[src/rtl/bullet_hit_scanner.sv]
// Per-frame bullet/player collision scanner: one bullet slot per cycle, then a
// one-cycle publish of newly-hit bullets. A per-slot mask reports each bullet once per lifetime.
module bullet_hit_scanner #(
  parameter int unsigned N_BULLETS = 20,
  parameter logic [9:0]  HALF_W    = 10'd16,
  parameter logic [9:0]  HALF_H    = 10'd16
) (
  input  logic                      Clk,
  input  logic                      Reset_n,
  input  logic                      frame_start,
  input  logic [9:0]                player_x,
  input  logic [9:0]                player_y,
  input  logic [10*N_BULLETS-1:0]   bullet_x,
  input  logic [10*N_BULLETS-1:0]   bullet_y,
  input  logic [2*N_BULLETS-1:0]    bullet_state,
  output logic [N_BULLETS-1:0]      hit,
  output logic [4:0]                hit_count,
  output logic                      hit_valid,
  output logic                      busy,
  output logic                      overrun
);

  localparam int unsigned IDXW = (N_BULLETS > 1) ? $clog2(N_BULLETS) : 1;

  typedef enum logic [1:0] {IDLE, SCAN, PUBLISH} state_t;

  state_t               state, state_nxt;
  logic [IDXW-1:0]      idx;
  logic [9:0]           px_q, py_q;
  logic [N_BULLETS-1:0] mask, scratch;
  logic [9:0]           cur_x, cur_y;
  logic [1:0]           cur_st;
  logic                 in_box, active, candidate, last;
  logic [4:0]           pop;

  always_comb begin
    cur_x  = bullet_x[int'(idx)*10 +: 10];
    cur_y  = bullet_y[int'(idx)*10 +: 10];
    cur_st = bullet_state[int'(idx)*2 +: 2];
    // 11-bit compares with offsets added to both sides, so nothing wraps near 0 or 1023
    in_box = ({1'b0, cur_x} + {1'b0, HALF_W} >= {1'b0, px_q}) &&
             ({1'b0, cur_x} <= {1'b0, px_q} + {1'b0, HALF_W}) &&
             ({1'b0, cur_y} + {1'b0, HALF_H} >= {1'b0, py_q}) &&
             ({1'b0, cur_y} <= {1'b0, py_q} + {1'b0, HALF_H});
    active    = (cur_st == 2'b01) || (cur_st == 2'b10);
    candidate = active && in_box;
    last      = (idx == IDXW'(N_BULLETS - 1));
  end

  always_comb begin
    pop = '0;
    for (int unsigned i = 0; i < N_BULLETS; i++)
      pop = pop + 5'(scratch[i]);
  end

  always_ff @(posedge Clk or negedge Reset_n) begin
    if (!Reset_n) state <= IDLE;
    else          state <= state_nxt;
  end

  always_comb begin
    state_nxt = state;
    busy      = 1'b1;
    case (state)
      IDLE: begin
        busy = 1'b0;
        if (frame_start) state_nxt = SCAN;
      end
      SCAN:    if (last) state_nxt = PUBLISH;
      PUBLISH: state_nxt = IDLE;
      default: state_nxt = IDLE;
    endcase
  end

  always_ff @(posedge Clk or negedge Reset_n) begin
    if (!Reset_n) begin
      idx       <= '0;
      px_q      <= '0;
      py_q      <= '0;
      mask      <= '0;
      scratch   <= '0;
      hit       <= '0;
      hit_count <= '0;
      hit_valid <= 1'b0;
      overrun   <= 1'b0;
    end else begin
      hit_valid <= 1'b0;
      // PUBLISH counts as busy, so a request landing on the return to IDLE is dropped too
      if (frame_start && state != IDLE) overrun <= 1'b1;
      case (state)
        IDLE: begin
          if (frame_start) begin
            px_q    <= player_x;
            py_q    <= player_y;
            idx     <= '0;
            scratch <= '0;
          end
        end
        SCAN: begin
          if (cur_st == 2'b00) begin
            mask[idx] <= 1'b0;
          end else if (candidate && !mask[idx]) begin
            mask[idx]    <= 1'b1;
            scratch[idx] <= 1'b1;
          end
          if (!last) idx <= idx + 1'b1;
        end
        PUBLISH: begin
          hit       <= scratch;
          hit_count <= pop;
          hit_valid <= 1'b1;
        end
        default: ;
      endcase
    end
  end

endmodule

[config.mk]
export PLATFORM = sky130hd
export DESIGN_NAME = bullet_hit_scanner
export DESIGN_NICKNAME = d
export VERILOG_FILES = /design/src/rtl/bullet_hit_scanner.sv
export SDC_FILE = /design/constraint.sdc
export NUM_CORES = 1
export LEC_CHECK = 0
export ABC_AREA = 1
export CAP_MARGIN = 20
export CORE_ASPECT_RATIO = 1.75
export CORE_MARGIN = 8
export CORE_UTILIZATION = 25
export DETAILED_ROUTE_END_ITERATION = 10
export SLEW_MARGIN = 20
export SYNTH_ARGS = -nofsm -noshare
export SYNTH_HDL_FRONTEND = slang
export SYNTH_SLANG_ARGS = --single-unit
[constraint.sdc]
create_clock -name Clk -period 7.85 [get_ports Clk]
set_input_delay 1.1775 -clock Clk [delete_from_list [all_inputs] [get_ports Clk]]
set_output_delay 1.1775 -clock Clk [all_outputs]
set_load 0.01 [all_outputs]
# Word-level counts from Yosys, hierarchy flattened
# Index checks and enable logic that the tools add are counted.
# word_totals
register_bits	94
output_inout_bits	28
# classes
addsub	24
n_mul	1
magnitude_cmp	6
eq_ne	10
n_shift	3
mux	18
n_bitwise	4
reduce_logical	19
# ops
cell	n
$shiftx A200 B10 Y10	1
$shiftx A200 B32 Y10	1
$mux W20	5
$add A5 B1 Y5	15
$add A10 B5 Y11 const B	4
$or A20 B20 Y20	2
$pmux W20 S2	1
$shiftx A40 B7 Y2	1
$ge A11 B10 Y1	2
$le A10 B11 Y1	2
$and A20 B20 Y20	1
$not A20 Y20	1
$mux W5	2
$ne A2 B2 Y1 const B	5
$pmux W5 S2	1
$mul A5 B3 Y8 const B	1
$logic_and A1 B1 Y1	7
$lt A5 B6 Y1 const B	1
$reduce_and A2 Y1	3
$reduce_bool A2 Y1	3
$add A4 B1 Y5	1
$add A5 B1 Y5 const B	1
$bmux W1 S5	1
$demux W1 S5	1
15 further kinds	22

# Longest topological paths before layout
# Gate-level depths: netlist (run 1).
# logic_depth
ltp_word	19
mapped_depth	28
mapped_depth_nobuf	23

# Least setup slack after synthesis (run 1)
# No wires, ideal clock.
# synth_path
kind	reg-to-reg
startpoint	reg scratch[0]
endpoint	reg hit_count[2]
setup_ns	0.121
arrival_ns	3.811
slack_ns	3.918
stages_incl_launch_ff	14
n_path_buf	0
synth_period_minus_slack_ns	3.932
cell_sequence	dfrtp_1 > fa_1 > inv_1 > fa_1 > fa_1 > fa_1 > fa_1 > inv_1 > ha_1 > inv_1 > fa_1 > nor2_1 > nor2_1 > a22o_1
# synth_between
elab_chain_cells	19
# synth_rtl
element	line_no	source
from (decl)	30	logic [N_BULLETS-1:0] mask, scratch;
from (signal assigned)	81	scratch <= '0;
from (signal assigned)	96	scratch <= '0;
from (signal, indexed assignment)	104	scratch[idx] <= 1'b1;
$add A1 B1 Y2	53	pop = pop + 5'(scratch[i]);
$add A2 B1 Y3	53	
$add A3 B1 Y4	53	
$add A4 B1 Y5	53	
$add A5 B1 Y5 (15 in series)	53	
to (signal assigned)	110	hit_count <= pop;
to (decl)	17	output logic [4:0] hit_count,
# No other way between the ends.
# A chain may end at the register's enable or synchronous reset.

# Worst setup path in the final report (run 1)
# layout_path
startpoint	reg idx[0]
endpoint	reg scratch[3]
# layout_between
elab_chain_cells	11
word_cells_on_any_way	34
# layout_rtl
element	line_no	source
from (decl)	28	logic [IDXW-1:0] idx;
from (signal assigned)	106	if (!last) idx <= idx + 1'b1;
$mul A5 B3 Y8	37, 38	
$shiftx A200 B32 Y10	37	cur_x = bullet_x[int'(idx)*10 +: 10];
$add A10 B5 Y11	41	in_box = ({1'b0, cur_x} + {1'b0, HALF_W} >= {1'b0, px_q}) &&
$ge A11 B10 Y1	41	
$logic_and A1 B1 Y1	41	
$logic_and A1 B1 Y1	42	({1'b0, cur_x} <= {1'b0, px_q} + {1'b0, HALF_W}) &&
$logic_and A1 B1 Y1	43	({1'b0, cur_y} + {1'b0, HALF_H} >= {1'b0, py_q}) &&
$logic_and A1 B1 Y1	46	candidate = active && in_box;
$logic_and A1 B1 Y1	102	end else if (candidate && !mask[idx]) begin
$ne A2 B2 Y1 (no line)	n/a	
$reduce_and A4 Y1 (no line)	n/a	
# Parallel ways exist; a longest one is shown, timed or not. The select of a mux whose other input is x is not followed.

==> flow_summary.ini, run 1 <==
[placement]
detailedPlacementHpwl_um = 41600
place_inst = 2522
numPortBuffers = 490
routabilityCongestion = 0.898

[setup_path]
worst_ep_required_time_ns = 8.11
cp_cell_sequence = inv_6, buf_4, o21ai_0, o22ai_1, nand2_1, nand2_1, nor2_1, inv_2, ha_1, xnor2_1, ha_1, nand2_1, nor2_1, nand2_1, o211ai_1, nand2_1, nand2_1, a21oi_1, nand2_1, nand4_2, nand2_2, nand2_1, o21ai_0
worstSetupPathType = reg -> reg
crit_slowest_cell = sky130_fd_sc_hd__dfrtp_4
critical-path-max-stage-delay_ns = 0.75
setup.reg_to_reg.worst_slack_ns = 2.52
crit_fanout = 97
crit_path_frequent_cell = sky130_fd_sc_hd__nand2_1
worst_ep_arrival_time_ns = 5.59
r2r-end = scratch[3]$_DFFE_PN0P_
r2r_start = idx[0]$_DFFE_PN0P_
worstRegToRegCells = 23
critical_path.endpoint_type = register
cp-start-kind = register

[die]
pin_count = 491
chipWidth_um = 168
start_util_pct = 25.2
fp.dieH_um = 281
placementRows = 97
floorplan.die_area_um2 = 47100
core-area_um2 = 39800

[yosys]
synth.yosys.warnings = 0
number_of_enable_flip_flop_cells_after_synthesis = 0
synth_cell_type_count = 43
postSynthNetCount = 2159
postSynth.asyncResetShare_pct = 100
yosys_top_cell_by_area = sky130_fd_sc_hd__dfrtp_1
synthesized_cell_area_um2 = 10000
synthesis.area_per_instance_um2 = 6.15
dominantRegCellSynth = sky130_fd_sc_hd__dfrtp_1
ys_seq_elements = 94
post-synth-top-area-fraction_pct = 23.4
synthesis.instances = 1634
area_contributors_post_synth = sky130_fd_sc_hd__dfrtp_1, sky130_fd_sc_hd__nand2_1, sky130_fd_sc_hd__o21ai_0
ys_seq_area_share_pct = 23.4

[sta]
final.hold.worst_slack_ns = 0.464
tightest_slew_ns = 1.04
post-route-min-period_ns = 5.33
timing.final.setup_violations = 0
timing.max_slew.rel_slack_pct = 30.5
setup_tns_ns = 0
final_hold_viol_count = 0
finalCritPeriodShare_pct = 68.0
max_freq_mhz = 187
clock_skews_ns = 0.0128
slew_violations = 0
rsz_0062_raised_after_global_routing = false

[min_path]
destination_of_the_worst_hold_path = overrun$_DFFE_PN0P_
hold_path.class = reg -> reg
min_path_cells = 1
worst_hold_startpoint = overrun$_DFFE_PN0P_

[global_route]
globalRouteMet2Util_pct = 40.6
grt_util_met1_pct = 22.2
grt_util_all_layers_pct = 21.0
globalRoute.busiestLayer = met2
gr-usage-met3_pct = 3.70
maximum_number_of_pins_on_one_net_before_global_route_repair = 98
overflow = 0
initial_antenna_violation_count = 4
grt_pass1_wl_um = 77200
via_count_of_the_first_global_routing_pass = 13200

[detailed_routing]
vias = 12700
detail_route.vias_per_cell = 5.00
first_pass_iters = 5
route.detailed.drc = 0
drt_first_iter_violations = 871
wl_per_cell_um = 20.3
final_antenna_net_count = 0
total_wire_length_after_detailed_routing_um = 51700

[cells_and_area]
fin_cells = 2540
filler_cell_count = 4287
area_taken_by_flip_flops_and_latches_um2 = 2360
combined_area_of_the_multi_input_logic_cells_um2 = 6590
areaGrowthSynthToFinish_pct = 53.5
layout-drive-gt1-share_pct = 3.57
layout.nets = 2563

[clocking]
postCtsResizedCells = 0
clkTransAtPathRegs_ns = 0.08
tritoncts = yes
cts_post_setup_buffers_inserted = 0
clock_tree.buffer_depth = 2
cts_buffers = 9
ctsHoldBuffers = 0
htree_num_levels = 3
insertion_delay_ns = 0.36
clockRootBuffer = sky130_fd_sc_hd__clkbuf_16
cts_sinks = 94

[power]
total_leakage_power_nw = 6.84
vdd.ir_drop.worst_uv = 246
power.density_cell_area_nw_per_um2 = 391

[run]
drv.max_cap_violation_count = 0

[status]
outcome = complete, no violations
==> through the flow <==
stage | setup WS, ns | instance area [um^2] | power [W] | utilization (%)
after floorplan | 3.92 | 10000 | 0.00415 | -
after global placement | 2.54 | 15100 | 0.00558 | 37.9
after detailed placement | 2.48 | 15100 | 0.00563 | 38.0
after CTS | 2.48 | 15400 | 0.00611 | 38.7
after global routing | 1.91 | 15400 | 0.00670 | 38.8
final | 2.52 | 15400 | 0.00603 | 38.8
==> area by class of cell <==
class                           count  area share [%]
Clock buffer                        9            1.46
Timing Repair Buffer              504            32.5
Multi-Input combinational cell   1287            42.7
Clock inverter                      7           0.487
Sequential cell                    94            15.3
Inverter                          142            3.50
Tap cell                          495            4.01
Antenna cell                        2          0.0324
==> report_power, final <==
group / switching (W) / total [W] / internal, W
combinational: 0.00298 / 0.00469 / 0.00171
clock: 0.000226 / 0.000453 / 0.000226
sequential: 0.000218 / 0.000888 / 0.000670
total: 0.00342 / 0.00603 / 0.00260
==> cell families (layout without fill, tap and decap cells) <==
kind of cell,after synthesis,count (layout),synth area share (%)
buffers and inverters,253,662,11.1
DFF,94,94,23.4
and+or+nand+nor,815,815,33.2
AOI/OAI and AO/OA,392,392,21.9
other,0,2,0
xor gates and xnor gates,18,18,1.57
adders and majority gates,62,62,8.76
==> cell usage after synthesis (2+ instances only) <==
cell and instances:
sky130_fd_sc_hd__dfrtp_1 94, sky130_fd_sc_hd__buf_1 5, sky130_fd_sc_hd__o211ai_1 2, sky130_fd_sc_hd__nor3_4 2, sky130_fd_sc_hd__ha_1 48, sky130_fd_sc_hd__nand3_1 76
sky130_fd_sc_hd__nand4_1 25, sky130_fd_sc_hd__o21ai_1 20, sky130_fd_sc_hd__buf_2 37, sky130_fd_sc_hd__a21oi_1 15, sky130_fd_sc_hd__o21a_1 17, sky130_fd_sc_hd__clkbuf_1 48
sky130_fd_sc_hd__nand2_1 385, sky130_fd_sc_hd__o21ai_2 11, sky130_fd_sc_hd__or2_1 2, sky130_fd_sc_hd__xor2_1 14, sky130_fd_sc_hd__fa_1 14, sky130_fd_sc_hd__and3_1 2
sky130_fd_sc_hd__inv_1 135, sky130_fd_sc_hd__nor2_1 294, sky130_fd_sc_hd__buf_6 10, sky130_fd_sc_hd__xnor2_1 4, sky130_fd_sc_hd__nor3_1 7, sky130_fd_sc_hd__a21o_1 3
sky130_fd_sc_hd__nand2_2 13, sky130_fd_sc_hd__a221o_1 6, sky130_fd_sc_hd__o21ai_0 238, sky130_fd_sc_hd__inv_2 6, sky130_fd_sc_hd__buf_4 9, sky130_fd_sc_hd__nor2_2 3
sky130_fd_sc_hd__o22ai_1 74, sky130_fd_sc_hd__a221oi_1 4
==> critical path: cells and delay by family, from the launching register on <==
| family | cells | cell delay [ns] |
|---|---|---|
| and+or+nand+nor | 12 | 1.59 |
| buffers and inverters | 3 | 1.32 |
| AOI/OAI and AO/OA | 5 | 0.82 |
| DFF | 1 | 0.75 |
| adders and majority gates | 2 | 0.55 |
| xor gates and xnor gates | 1 | 0.12 |
==> worst max path at each step <==
stage,depth (start not counted),from,end
floorplan,13,scratch[0]$_DFFE_PN0P_,hit_count[2]$_DFFE_PN0P_
global placement,22,idx[0]$_DFFE_PN0P_,scratch[4]$_DFFE_PN0P_
detailed placement,22,idx[0]$_DFFE_PN0P_,scratch[3]$_DFFE_PN0P_
CTS,23,idx[0]$_DFFE_PN0P_,scratch[3]$_DFFE_PN0P_
global route,22,idx[0]$_DFFE_PN0P_,scratch[3]$_DFFE_PN0P_
finish,23,idx[0]$_DFFE_PN0P_,scratch[3]$_DFFE_PN0P_
==> metal layers <==
metal	vias up	wire [um]
met5	-	13
met4	2	1730
met3	82	2890
met2	521	27800
met1	5940	19200
li1	6159	-
==> cells in the final DEF, fill, tap and decap left out, drive strengths merged <==
cell type	instances
clkdlybuf4s50	489
nand2	398
nor2	298
o21ai	269
inv	144
dfrtp	94
nand3	77
o22ai	74
ha	48
nand4	26
o21a	17
a21oi	15
buf	15
xor2	14
fa	14
nor3	10
clkbuf	9
a221o	6
a221oi	4
xnor2	4
clkinv	4
a21o	3
diode	2
o211ai	2
or2	2
and3	2
and3b	1
o31ai	1
or3	1
a22o	1
clkinvlp	1
Note: power is estimated with default switching activity, not from simulation.
==> run 2: changes to the inputs <==
- clock period: 7.85 -> 4.5 ns (I/O delays scaled with it)
==> flow_summary.ini, run 2 (same netlist as run 1, synthesis figures left out) <==
[clocking]
cts_buffers = 9
postCtsResizedCells = 0
cts_sinks = 94
clkTransAtPathRegs_ns = 0.07
tritoncts = yes
ctsHoldBuffers = 0
insertion_delay_ns = 0.36
clockRootBuffer = sky130_fd_sc_hd__clkbuf_16
clock_tree.buffer_depth = 2
htree_num_levels = 3
cts_post_setup_buffers_inserted = 0

[setup_path]
critical_path.endpoint_type = register
worst_ep_arrival_time_ns = 4.41
crit_fanout = 65
setup.reg_to_reg.worst_slack_ns = 0.34
cp-start-kind = register
r2r-end = scratch[6]$_DFFE_PN0P_
crit_end = scratch[6]$_DFFE_PN0P_
worstSetupPathType = reg -> reg
r2r_start = idx[0]$_DFFE_PN0P_
worst_ep_required_time_ns = 4.75
worstRegToRegCells = 24
setup.worst_path.start = idx[0]$_DFFE_PN0P_

[power]
total_power_w = 0.0110
combinationalPowerShare_pct = 79.3
p_int_w = 0.00494
power_frac_seq_pct = 13.0
power.clock.fraction_pct = 7.8
total_leakage_power_nw = 7.03
switching_power_w = 0.00601
switching_share_pct = 54.9
power.density_cell_area_nw_per_um2 = 695
vdd.ir_drop.worst_uv = 529

[sta]
final_hold_viol_count = 0
timing.max_slew.rel_slack_pct = 37.1
tightest_slew_ns = 0.944
max_freq_mhz = 240
clock_skews_ns = 0.00781
slew_violations = 0
post-route-min-period_ns = 4.16
timing.final.setup_violations = 0
final.hold.worst_slack_ns = 0.428
rsz_0062_raised_after_global_routing = false
finalCritPeriodShare_pct = 92.4
setup_tns_ns = 0

[global_route]
grt_util_all_layers_pct = 21.1
overflow = 0
via_count_of_the_first_global_routing_pass = 13100
maximum_number_of_pins_on_one_net_before_global_route_repair = 109
grt_pass1_wl_um = 76900
initial_antenna_violation_count = 3

[cells_and_area]
fin_cells = 2569
most_common_cell_after_layout_fill_and_taps_aside = sky130_fd_sc_hd__clkdlybuf4s50_1
layout.nets = 2592
areaGrowthSynthToFinish_pct = 56.9
layout.cells.most_common_list = sky130_fd_sc_hd__clkdlybuf4s50_1, sky130_fd_sc_hd__nand2_1, sky130_fd_sc_hd__nor2_1
post-route-cell-area_um2 = 15800
layout-drive-gt1-share_pct = 4.93
filler_cell_count = 4191

[die]
start_util_pct = 25.2
pin_count = 491
placementRows = 97
core-area_um2 = 39800
fp.dieH_um = 281
chipWidth_um = 168
floorplan.die_area_um2 = 47100

[placement]
placedInstanceArea_um2 = 15400
place_inst = 2551
routabilityCongestion = 0.928
numPortBuffers = 490
detailedPlacementHpwl_um = 42600

[detailed_routing]
final_antenna_net_count = 0
wl_per_cell_um = 20.2
detail_route.vias_per_cell = 4.92
total_wire_length_after_detailed_routing_um = 51900
drt_first_iter_violations = 927
first_pass_iters = 6
route.detailed.drc = 0
vias = 12600

[min_path]
hold_path.class = in -> async

[status]
outcome = complete, no violations

[run]
drv.max_cap_violation_count = 0
run 2: area by class of cell:
| cell class | count | area (um^2) | area share, % |
|---|---|---|---|
| clock inverters | 6 | 93.8 | 0.595 |
| repair buffers | 533 | 5330 | 33.8 |
| clock buffers | 9 | 225 | 1.43 |
| multi-input cells | 1287 | 6590 | 41.8 |
| inverters | 142 | 539 | 3.42 |
| diodes | 3 | 7.51 | 0.0476 |
| well taps | 495 | 619 | 3.93 |
| flip-flops and latches | 94 | 2360 | 15.0 |
run 2: worst min-delay path by stage:
stage	start	endpoint	slack, ns
floorplan	Reset_n	asynchronous set/reset pin	0.38
global placement	overrun$_DFFE_PN0P_	overrun$_DFFE_PN0P_	0.44
detailed placement	overrun$_DFFE_PN0P_	overrun$_DFFE_PN0P_	0.45
CTS	Reset_n	hit[10]$_DFFE_PN0P_	0.47
global route	overrun$_DFFE_PN0P_	overrun$_DFFE_PN0P_	0.48
finish	Reset_n	hit[10]$_DFFE_PN0P_	0.43
run 2: routing by layer:
| metal | track usage, % | up-vias | routed length [um] |
|---|---|---|---|
| li1 | - | 6221 | - |
| met5 | 0 | - | 13 |
| met2 | 40.0 | 504 | 27500 |
| met3 | 4.11 | 83 | 3000 |
| met4 | 9.58 | 2 | 2110 |
| met1 | 22.1 | 5833 | 19200 |
run 2: power groups by stage:
stage / logic [W] / registers, W / clock network, W
2_1_floorplan: 0.00586 / 0.00138 / 0
3_3_place_gp: 0.00863 / 0.00142 / 0
3_5_place_dp: 0.00874 / 0.00143 / 0
4_1_cts: 0.00878 / 0.00142 / 0.000872
5_1_grt: 0.00974 / 0.00146 / 0.000901
6_report: 0.00868 / 0.00142 / 0.000851
run 2: metrics by stage:
step	setup WS, ns	util, %
6_report	0.341	39.6
3_5_place_dp	0.361	38.8
3_3_place_gp	0.384	38.7
5_1_grt	0.00405	39.6
4_1_cts	0.348	39.6
2_1_floorplan	0.568	-
run 2: critical path, cell delays in order, from the launching register on:
cell                      delay (ns)
sky130_fd_sc_hd__dfrtp_4        0.53
sky130_fd_sc_hd__inv_6          0.38
sky130_fd_sc_hd__buf_4          0.32
sky130_fd_sc_hd__o21ai_0        0.14
sky130_fd_sc_hd__o22ai_1        0.16
sky130_fd_sc_hd__nand2_1        0.07
sky130_fd_sc_hd__nand3_1        0.18
sky130_fd_sc_hd__nor2_1         0.07
sky130_fd_sc_hd__inv_1          0.10
sky130_fd_sc_hd__ha_1           0.21
sky130_fd_sc_hd__xnor2_1        0.14
sky130_fd_sc_hd__ha_1           0.27
sky130_fd_sc_hd__nand2_1        0.09
sky130_fd_sc_hd__inv_1          0.05
sky130_fd_sc_hd__a21oi_1        0.13
sky130_fd_sc_hd__nand3_1        0.09
sky130_fd_sc_hd__nand2_1        0.06
sky130_fd_sc_hd__nand3_1        0.06
sky130_fd_sc_hd__a21oi_1        0.12
sky130_fd_sc_hd__nand2_1        0.10
sky130_fd_sc_hd__nand4_2        0.13
sky130_fd_sc_hd__nand2_2        0.17
sky130_fd_sc_hd__buf_12         0.22
sky130_fd_sc_hd__nand2_1        0.06
sky130_fd_sc_hd__o21ai_0        0.07
==> run 3: changes to the inputs <==
- HOLD_SLACK_MARGIN: not set -> 0.05
==> results of run 3 <==
The final DEF is identical to that of run 2; final timing and power are the same.
